**src/rtl/mp_calc_seq.sv**
```systemverilog
// Sequential unsigned ALU: single-cycle add/sub, iterative shift-add multiply and
// restoring divide, and two-stage composite expressions with a busy/done handshake.
module mp_calc_seq #(
  parameter int WIDTH = 16
) (
  input  logic             clk,
  input  logic             reset,
  input  logic [WIDTH-1:0] A,
  input  logic [WIDTH-1:0] B,
  input  logic [WIDTH-1:0] C,
  input  logic [WIDTH-1:0] D,
  input  logic [2:0]       opcode,
  input  logic             compute,
  output logic [WIDTH-1:0] out,
  output logic [WIDTH-1:0] out_hi,
  output logic [WIDTH-1:0] im,
  output logic             busy,
  output logic             done,
  output logic             ovf,
  output logic             dz,
  output logic             err
);

  localparam int CW = $clog2(WIDTH + 1);

  typedef enum logic [1:0] {S_IDLE, S_PRE, S_ITER, S_DONE} state_t;

  state_t           r_state;
  logic [WIDTH-1:0] r_a, r_b, r_c, r_d;
  logic [2:0]       r_op;
  logic [CW-1:0]    r_cnt;
  logic [WIDTH-1:0] r_hi, r_lo, r_opd;
  logic             r_div;

  logic [WIDTH:0]   w_ab_add, w_ab_sub, w_cd_add, w_cd_sub;
  logic [WIDTH:0]   w_p, w_q;
  logic             w_s1_ovf;
  logic [WIDTH:0]   w_sum, w_rs;
  logic [WIDTH-1:0] w_rdiff;
  logic             w_ge;
  logic [WIDTH-1:0] w_hi_next, w_lo_next;

  // Stage-1 operands carry their carry/borrow in the extra top bit.
  assign w_ab_add = {1'b0, r_a} + {1'b0, r_b};
  assign w_ab_sub = {1'b0, r_a} - {1'b0, r_b};
  assign w_cd_add = {1'b0, r_c} + {1'b0, r_d};
  assign w_cd_sub = {1'b0, r_c} - {1'b0, r_d};
  assign w_p      = (r_op == 3'd6) ? w_ab_add : w_ab_sub;
  assign w_q      = (r_op == 3'd6) ? w_cd_add : w_cd_sub;
  assign w_s1_ovf = w_p[WIDTH] | w_q[WIDTH];

  // Shared iterative unit: r_lo holds multiplier/dividend shifting out and the
  // product-low/quotient shifting in; r_hi is the partial product or remainder.
  assign w_sum   = {1'b0, r_hi} + (r_lo[0] ? {1'b0, r_opd} : '0);
  assign w_rs    = {r_hi, r_lo[WIDTH-1]};
  assign w_ge    = (w_rs >= {1'b0, r_opd});
  assign w_rdiff = w_rs[WIDTH-1:0] - r_opd;

  assign w_hi_next = r_div ? (w_ge ? w_rdiff : w_rs[WIDTH-1:0]) : w_sum[WIDTH:1];
  assign w_lo_next = r_div ? {r_lo[WIDTH-2:0], w_ge} : {w_sum[0], r_lo[WIDTH-1:1]};

  always_ff @(posedge clk or negedge reset) begin
    if (!reset) begin
      r_state <= S_IDLE;
      r_a     <= '0;
      r_b     <= '0;
      r_c     <= '0;
      r_d     <= '0;
      r_op    <= '0;
      r_cnt   <= '0;
      r_hi    <= '0;
      r_lo    <= '0;
      r_opd   <= '0;
      r_div   <= 1'b0;
      out     <= '0;
      out_hi  <= '0;
      im      <= '0;
      busy    <= 1'b0;
      done    <= 1'b0;
      ovf     <= 1'b0;
      dz      <= 1'b0;
      err     <= 1'b0;
    end else begin
      case (r_state)
        S_IDLE: begin
          if (compute) begin
            r_a    <= A;
            r_b    <= B;
            r_c    <= C;
            r_d    <= D;
            r_op   <= opcode;
            out    <= '0;
            out_hi <= '0;
            im     <= '0;
            ovf    <= 1'b0;
            dz     <= 1'b0;
            err    <= 1'b0;
            busy   <= 1'b1;
            r_hi   <= '0;
            r_lo   <= A;
            r_opd  <= B;
            r_div  <= (opcode == 3'd3);
            r_cnt  <= CW'(WIDTH);
            r_state <= (opcode == 3'd2 || opcode == 3'd3) ? S_ITER : S_PRE;
          end
        end
        S_PRE: begin
          case (r_op)
            3'd0: begin
              out     <= w_ab_add[WIDTH-1:0];
              ovf     <= w_ab_add[WIDTH];
              done    <= 1'b1;
              r_state <= S_DONE;
            end
            3'd1: begin
              out     <= w_ab_sub[WIDTH-1:0];
              ovf     <= w_ab_sub[WIDTH];
              done    <= 1'b1;
              r_state <= S_DONE;
            end
            3'd4, 3'd5, 3'd6: begin
              im      <= w_p[WIDTH-1:0];
              r_lo    <= w_p[WIDTH-1:0];
              r_opd   <= w_q[WIDTH-1:0];
              r_hi    <= '0;
              r_div   <= (r_op == 3'd5);
              r_cnt   <= CW'(WIDTH);
              ovf     <= w_s1_ovf;
              r_state <= S_ITER;
            end
            default: begin
              err     <= 1'b1;
              done    <= 1'b1;
              r_state <= S_DONE;
            end
          endcase
        end
        S_ITER: begin
          r_hi  <= w_hi_next;
          r_lo  <= w_lo_next;
          r_cnt <= r_cnt - CW'(1);
          if (r_cnt == CW'(1)) begin
            out     <= w_lo_next;
            out_hi  <= w_hi_next;
            ovf     <= ovf | (!r_div && (|w_hi_next));
            dz      <= r_div && (r_opd == '0);
            done    <= 1'b1;
            r_state <= S_DONE;
          end
        end
        S_DONE: begin
          done    <= 1'b0;
          busy    <= 1'b0;
          r_state <= S_IDLE;
        end
        default: r_state <= S_IDLE;
      endcase
    end
  end

endmodule

```
**config.mk**
```make
export PLATFORM = sky130hd
export DESIGN_NAME = mp_calc_seq
export DESIGN_NICKNAME = d
export VERILOG_FILES = /design/src/rtl/mp_calc_seq.sv
export SDC_FILE = /design/constraint.sdc
export NUM_CORES = 1
export LEC_CHECK = 0
export CAP_MARGIN = 20
export CORE_MARGIN = 8
export CORE_UTILIZATION = 53
export CTS_CLUSTER_SIZE = 10
export DETAILED_ROUTE_END_ITERATION = 10
export GPL_ROUTABILITY_DRIVEN = 0
export PLACE_DENSITY_LB_ADDON = 0.05
export SYNTH_ARGS = -nofsm -noshare
export SYNTH_HDL_FRONTEND = slang
export SYNTH_SLANG_ARGS = --single-unit
```
**constraint.sdc**
```tcl
create_clock -name clk -period 3.95 [get_ports clk]
set_input_delay 0.79 -clock clk [delete_from_list [all_inputs] [get_ports clk]]
set_output_delay 0.79 -clock clk [all_outputs]
set_load 0.01 [all_outputs]
```
==> results.md, run 1 <==
Logic synthesis:
- Yosys attributes the largest share of cell area to dfrtp_1 (36%), ha_1 (8.8%), mux2_2 (7.2%).
- The number of flip-flops and latches in the synthesized netlist is 176.
- For this run, asynchronously set or reset flops after synthesis account for 100%.
- The part of the Yosys area used for sequential elements is 35.8%.
- The gate count of the mapped netlist is 1377.
- The summed instance area of the synthesized netlist is 12300 sq um.
- The netlist uses 75 different library cells.
- The dominant cell type by area after synthesis is dfrtp_1.
- The Yosys step of the flow raised 0 warnings.
- The count of flip-flops with a built-in enable after synthesis is 0.
- A synthesized cell averages 8.94 sq um.
- Synthesis produced a netlist with a net count of 1539.
- For this run, the leading register cell type out of synthesis is dfrtp_1.
- The fraction of synthesized cell area taken by the top area cell type is 35.8%.

Floorplan:
- The starting density of the core is 54.2%.
- The die width is 168 um.
- The I/O pin count is 123.
- In this run the core area contains 55 standard-cell rows.
- Measured along the y axis, the die boundary spans 168 um.
- The core box area is 22700 sq um.
- The die covers 28400 sq um.

Detailed routing:
- After detailed routing, no signal wire sits above met4.
- The number of optimization iterations in the first detailed-route pass is 5.
- Detailed routing inserted a total of 10526 vias.
- Wire segments on met2 add up to 15.2 mm in the final route.
- In the routed layout, each cell is associated on average with a via count of 5.93.
- After the first detailed-routing iteration, the DRC count stood at 815.
- After detailed routing, the number of remaining DRC violations is 0.
- The routed metal-1 wirelength is 16.3 mm.
- After detailed routing, the average wire length per cell comes to 19.5 um.
- The met3 wire length is 2.43 mm.
- The final layout contains routed wiring with a total length of 34.7 mm.
- The count of nets left with antenna violations once routing finished came out at 0.

STA:
- In the finished design, the share of the clock period the worst path needs comes to 93.0%.
- The final number of hold-violating endpoints came to 0.
- Setup violations remaining at the end of the flow were counted as 0.
- The worst relative slew slack is 34.2%.
- The final number of max-transition violations came to 0.
- The maximum achievable frequency is 272 MHz.
- Setup repair after global routing left no endpoint under its margin.
- The routed design could run at a clock period as short as 3.67 ns.
- The worst-case clock skew is 0.0146 ns.
- Setup total negative slack on the finished layout was measured at 0 ns.
- For the pin with the worst max-slew slack, the measured transition is 0.982 ns.

Global route:
- The first global-routing pass estimated 55.4 mm of wire.
- The initial antenna violation count was 0.
- Summed over all layers, the global routing overflow is 0.
- The maximum number of pins on one net before global-route repair is 75.
- The via count of the first global-routing pass is 10171.
- The all-layer global routing usage is 24.5%.

Critical path:
- The biggest cell delay along the critical path is 0.42 ns.
- Traced cell by cell, the critical path runs through nand2b_1 > or2_2 > nand2_1 > o21ai_0 > fa_2 > a21o_1 > a311o_1 > o311a_1 > a311oi_2 > o31ai_1 > a31oi_1 > xnor2_1 > nand4_1 > nand3_1 > o211ai_1.
- The worst endpoint required time is 4.25 ns.
- The family with the most delay on the worst path is compound AO/OA/AOI/OAI gates.
- The critical path in this run is classified as reg -> reg.
- The slowest stage of the critical path belongs to the cell fa_2.
- The origin of the worst setup path is r_op[0]$_DFFE_PN0P_.
- The buffer and inverter count on the worst path is 0.
- Data arrives at the worst endpoint at 3.97 ns.
- The largest fanout of any net on the critical path is 4.
- The launching point of the worst reg2reg path is r_op[0]$_DFFE_PN0P_.
- The type of origin of the critical path is a register.
- The endpoint type of the worst setup path is a register.

Cells and area:
- The final cell utilization of the core is 63.4%.
- 0 antenna diodes ended up in the layout.
- Leaving out fill and tap cells, the most frequent cell in the layout is dfrtp_1.
- Cells with a size suffix above 1 make up 11.1% of the layout.
- After filler insertion, the fill cell instance count of the layout stands at 1933.
- The net count of the finished layout is 1641.
- In the layout the commonest cells are dfrtp_1 (176), nand2_1 (174), o21ai_0 (141).
- The layout-stage area growth over the synthesis result is 17.0%.

Clock network:
- Clock tree synthesis inserted a total of 17 buffers.
- No sink is reached through more buffers than the 2 on the longest clock path.
- After clock tree synthesis, the repair step resized 0 gates.
- The root buffer cell chosen for the clock tree is clkbuf_16.
- The number of sinks handled by clock tree synthesis is 176.
- TritonCTS built the clock tree.
- The clock latency of the later-clocked register in the worst-skew pair is 0.43 ns.
- CTS built an H-tree with a depth of 4.
- The count of hold buffers inserted by post-cts repair is 0.
- Clock-pin slew was measured on the worst setup and hold paths at 0.07 ns.
- The number of setup buffers added after CTS is 0.

Placed design:
- The number of input and output port buffers inserted is 122.
- The half-perimeter wire length after placement is 27.4 mm.

Outcome:
- The flow ran to the end, and the final reports show no timing, DRC or antenna violations.

Worst hold path:
- The tightest min-delay check is of the in -> async type.

Job:
- The number of maximum-capacitance violations is 0.
cells in the mapped netlist (all sizes together), types with 28 or more instances:
cell    instances
xnor2          60
nand3          29
clkbuf         47
dfrtp         176
inv            68
nand2         175
a21oi          75
nor2           79
mux2i          28
o21ai         148
mux2           80
ha             87
per-layer routing:
metal / vias to the layer above / track usage, %
met2: 368 / 37.6
met1: 5011 / 34.4
met3: 53 / 4.89
met4: 0 / 7.38
li1: 5094 / -
met5: - / 0
kinds of logic after synthesis:
logic type,count (synthesis),share of synthesized area [%]
AO/OA/AOI/OAI,384,19.7
XOR/XNOR,79,5.62
adder cells (fa/ha/maj),92,9.65
buffers and inverters,133,4.23
flip-flops,176,35.8
multiplexers,108,9.73
AND/OR/NAND/NOR,405,15.3
per-stage QoR:
stage / worst slack (ns) / instance area [sq um] / instances / hold WS [ns]
global route: 0.0436 / 14400 / 1776 / 0.412
floorplan: 0.0450 / 12300 / 1377 / 0.462
detailed placement: 0.303 / 13900 / 1745 / 0.467
global placement: 0.398 / 13900 / 1744 / 0.460
finish: 0.276 / 14400 / 1776 / 0.364
CTS: 0.288 / 14400 / 1776 / 0.394
final timing paths:
path | slack (ns) | endpoint | cells after the start
setup / recovery | 0.28 | ovf$_DFFE_PN0P_ | 15
setup reg to reg | 0.28 | ovf$_DFFE_PN0P_ | 15
max in group asynchronous | 2.71 | dz$_DFFE_PN0P_ | 2
min in group clk | 0.47 | out_hi[3]$_DFFE_PN0P_ | 2
hold / removal | 0.36 | out[6]$_DFFE_PN0P_ | 1
hold reg to reg | 0.47 | out_hi[3]$_DFFE_PN0P_ | 2
worst register-to-register path: cells and delay by family (launching register included):
kind,cells,cell delay (ns)
AO/OA/AOI/OAI,8,1.85
XOR/XNOR,1,0.15
adder cells (fa/ha/maj),1,0.42
flip-flops,1,0.39
AND/OR/NAND/NOR,5,0.74
cell type report:
cell class	instances	area, sq um	area share [%]
tap	285	357	2.47
inverter	69	259	1.80
clock inverter	10	82.6	0.573
multi-input combinational	1068	7410	51.4
sequential	176	4400	30.6
clock buffer	21	460	3.20
timing repair buffer	147	1440	9.96
flip-flops by register name, indices dropped and copies added (netlist names):
register  cells
busy          1
done          1
dz            1
err           1
im           16
out          16
out_hi       16
ovf           1
r_a          16
r_b          16
r_c          16
r_cnt         5
r_d          16
r_div         1
r_hi         16
r_lo         16
r_op          3
r_opd        16
r_state       2
Power of run 1 is left out: the tool's default activity adds up to more than one toggle a clock period on the data nets, which glitch-free logic cannot reach.
==> inputs of run 2 (changes only) <==
CORE_UTILIZATION = 54   (was 53)
CTS_BUF_LIST = sky130_fd_sc_hd__clkbuf_4 sky130_fd_sc_hd__clkbuf_8   (was not set)
SETUP_SLACK_MARGIN = 0.02   (was not set)
==> run 2 against run 1 <==
Net effect:
- die area fell by 1.7%
- clock skew rose by 0.0096 ns
- final area fell by 0.78%
- register-to-register slack improved by 0.02 ns
- maximum frequency rose by 0.48%
- wire length fell by 0.67%
- critical path type unchanged
==> results.md, run 2 (same netlist as run 1, synthesis figures left out) <==
Outcome:
- The run finished with clean final reports.

Clock network:
- The maximum level of the CTS H-tree came to 4 (unchanged).
- The number of buffers created by CTS was 17 (unchanged).
- The root cell of the clock tree is clkbuf_8.
- The number of gates given a new drive strength after cts was 0 (unchanged).
- The buffer depth of the longest clock path is 2 (unchanged).
- The TritonCTS clock tree is built.
- The clock-pin slew on the worst setup and hold paths came to 0.11 ns (+0.04 ns).
- The clock latency of the later-clocked register in the worst-skew pair is 0.49 ns (+0.06 ns).
- The number of sinks handled by clock tree synthesis is 176 (unchanged).

Detailed routing:
- The number of DRC markers after the initial detailed-route iteration is 866 (+6.3%).
- The remaining antenna violation count is 0 (unchanged).
- The total number of vias is 10556 (+0.29%).
- The average via count per standard cell is 5.93 (about the same).
- The number of remaining DRC errors was 0 (unchanged).
- The total wire length after detailed routing was 34.5 mm (-0.67%).
- The number of optimization iterations in the first detailed-route pass is 8 (+3).
- The routed wirelength normalized by instance count is 19.4 um (-0.95%).

Global route:
- The via count of the first global-routing pass is 10192 (+0.21%).
- The all-layer global routing usage was 24.8% (+0.29 points).
- The maximum number of pins on one net before global-route repair is 68 (-9.3%).
- The global-route congestion overflow total came to 0 (unchanged).
- The wire length of the first global-routing pass came to 55.5 mm (+0.15%).
- The initial antenna violation count is 0 (unchanged).

STA:
- The final number of hold-violating endpoints is 0 (unchanged).
- The final cycle utilization of the critical path is 92.6% (-0.45 points).
- Setup repair after global routing left no endpoint under its margin.
- The final sum of negative setup slack is 0 ns (unchanged).
- The final setup violation count is 0 (unchanged).
- The transition time of the tightest slew-check pin was 0.968 ns (-0.0138 ns).
- The worst-case clock skew came to 0.0242 ns (+0.00962 ns).
- The shortest clock period the worst path allows after layout is 3.66 ns (-0.0176 ns).
- The post-route worst setup slack is 0.293 ns (+0.0176 ns).
- The worst relative slew slack is 35.2% (+0.96 points).
- The final number of max-transition violations is 0 (unchanged).
- The maximum achievable frequency is 273 MHz (+0.48%).

Cells and area:
- The total of fill cells in the finished design is 1953 (+1.0%).
- The final net count is 1645 (+0.24%).
- The layout-stage area growth over the synthesis result is 16.1%.
- The final cell count without fillers is 1781 (+0.28%).
- The footprint of the multi-input gates is 7410 sq um (unchanged).
- The fraction of final layout cells with drive strength greater than 1 is 11.5% (+0.43 points).
- The sequential standard cell area is 4400 sq um (unchanged).
- The number of antenna cells inserted is 0 (unchanged).
- Leaving out fill and tap cells, the most frequent cell in the layout is dfrtp_1.
- The final cell utilization of the core is 63.5% (+0.082 points).
- Leaving out fill and tap cells, the most frequent cells in the layout are dfrtp_1 (176), nand2_1 (174), o21ai_0 (141).

Critical path:
- The largest fanout of any net on the critical path came to 4 (unchanged).
- The worst reg-to-reg path cell count is 15 (unchanged).
- The critical setup path kind is reg -> reg.
- The data arrival time at the worst-slack endpoint was 4.02 ns (+0.05 ns).
- The endpoint identified for the worst register-to-register timing path is ovf$_DFFE_PN0P_.
- The launching point of the worst reg2reg path is r_op[0]$_DFFE_PN0P_.
- The origin of the worst setup path is r_op[0]$_DFFE_PN0P_.
- The critical path capture point is ovf$_DFFE_PN0P_.
- The worst endpoint required time was 4.31 ns (+0.06 ns).
- STA classifies the critical path endpoint as a register.
- The worst-case register-to-register setup slack is 0.29 ns (+0.02 ns).
- The type of origin of the critical path is a register.

Worst hold path:
- The kind of path behind the tightest hold check is in -> async.

Floorplan:
- The I/O pin count is 123 (unchanged).
- The vertical extent of the die is 167 um (-0.84%).
- The overall die area is 27900 sq um (-1.7%).
- The starting density of the core is 54.7% (+0.50 points).
- The die width is 167 um (-0.84%).
- The number of placement rows was 55 (unchanged).
- The core box area is 22500 sq um (-0.91%).

Placed design:
- The total placed cells including tap cells is 1749 (+0.23%).
- The half-perimeter wire length after placement came to 27.2 mm (-0.87%).
- The number of input and output port buffers inserted came to 122 (unchanged).
- The pre-CTS worst setup slack was 0.293 ns (-0.0105 ns).

Job:
- The number of maximum-capacitance violations is 0 (unchanged).
run 2: changes by cell type in the layout (fill, tap and decap cells not counted), sizes merged:
cell      previous run  this run
clkinvlp             3         1
clkbuf              21        17
buf                 26        30
clkinv               6         7
inv                 70        76
run 2: how the worst min path moves through the flow:
stage	from	to	slack [ns]	depth (start not counted)
final	reset	r_cnt[3]$_DFFE_PN0P_	0.26	1
after global routing	reset	out[2]$_DFFE_PN0P_	0.28	1
after CTS	reset	out[0]$_DFFE_PN0P_	0.27	1
after detailed placement	out[11]$_DFFE_PN0P_	out[11]$_DFFE_PN0P_	0.46	2
after global placement	out[0]$_DFFE_PN0P_	out[0]$_DFFE_PN0P_	0.46	2
after floorplan	r_lo[8]$_DFFE_PN0P_	r_lo[8]$_DFFE_PN0P_	0.46	1
run 2: cell type report:
cell class | instances | share of cell area, %
clock buffers | 17 | 1.64
clock inverters | 15 | 1.16
inverters | 69 | 1.81
multi-input cells | 1068 | 51.8
flip-flops and latches | 176 | 30.8
well taps | 285 | 2.49
repair buffers | 151 | 10.2
run 2: what timing repair did:
action	CTS	global route
setup endpoints to repair	0	1
buffers inserted	0	0
hold buffers	0	0
run 2: metal layers:
| metal | GRT usage [%] | up-vias | part of all wire, % |
|---|---|---|---|
| li1 | - | 5087 | - |
| met1 | 36.1 | 5040 | 48 |
| met2 | 37.5 | 389 | 43 |
| met3 | 4.07 | 40 | 6.8 |
| met4 | 6.70 | 0 | 1.8 |
| met5 | 0 | - | 0 |
run 2: worst max-delay path, stage by stage, from the launching register on:
cell and delay [ns]:
dfrtp_1 0.38, nand2b_1 0.20, or2_2 0.31, nand2_1 0.07
o21ai_0 0.15, fa_2 0.41, a21o_1 0.18, a311o_1 0.38
o311a_1 0.35, a311oi_2 0.29, o31ai_1 0.15, a31oi_1 0.21
xnor2_1 0.17, nand4_1 0.12, nand3_1 0.09, o211ai_1 0.08
run 2: stage by stage:
stage          hold WS, ns  cell area [sq um]
2_1_floorplan        0.462              12300
3_3_place_gp         0.461              13900
3_5_place_dp         0.463              13900
4_1_cts              0.270              14300
5_1_grt              0.281              14300
6_report             0.255              14300
Power of run 2 is left out for the same reason.
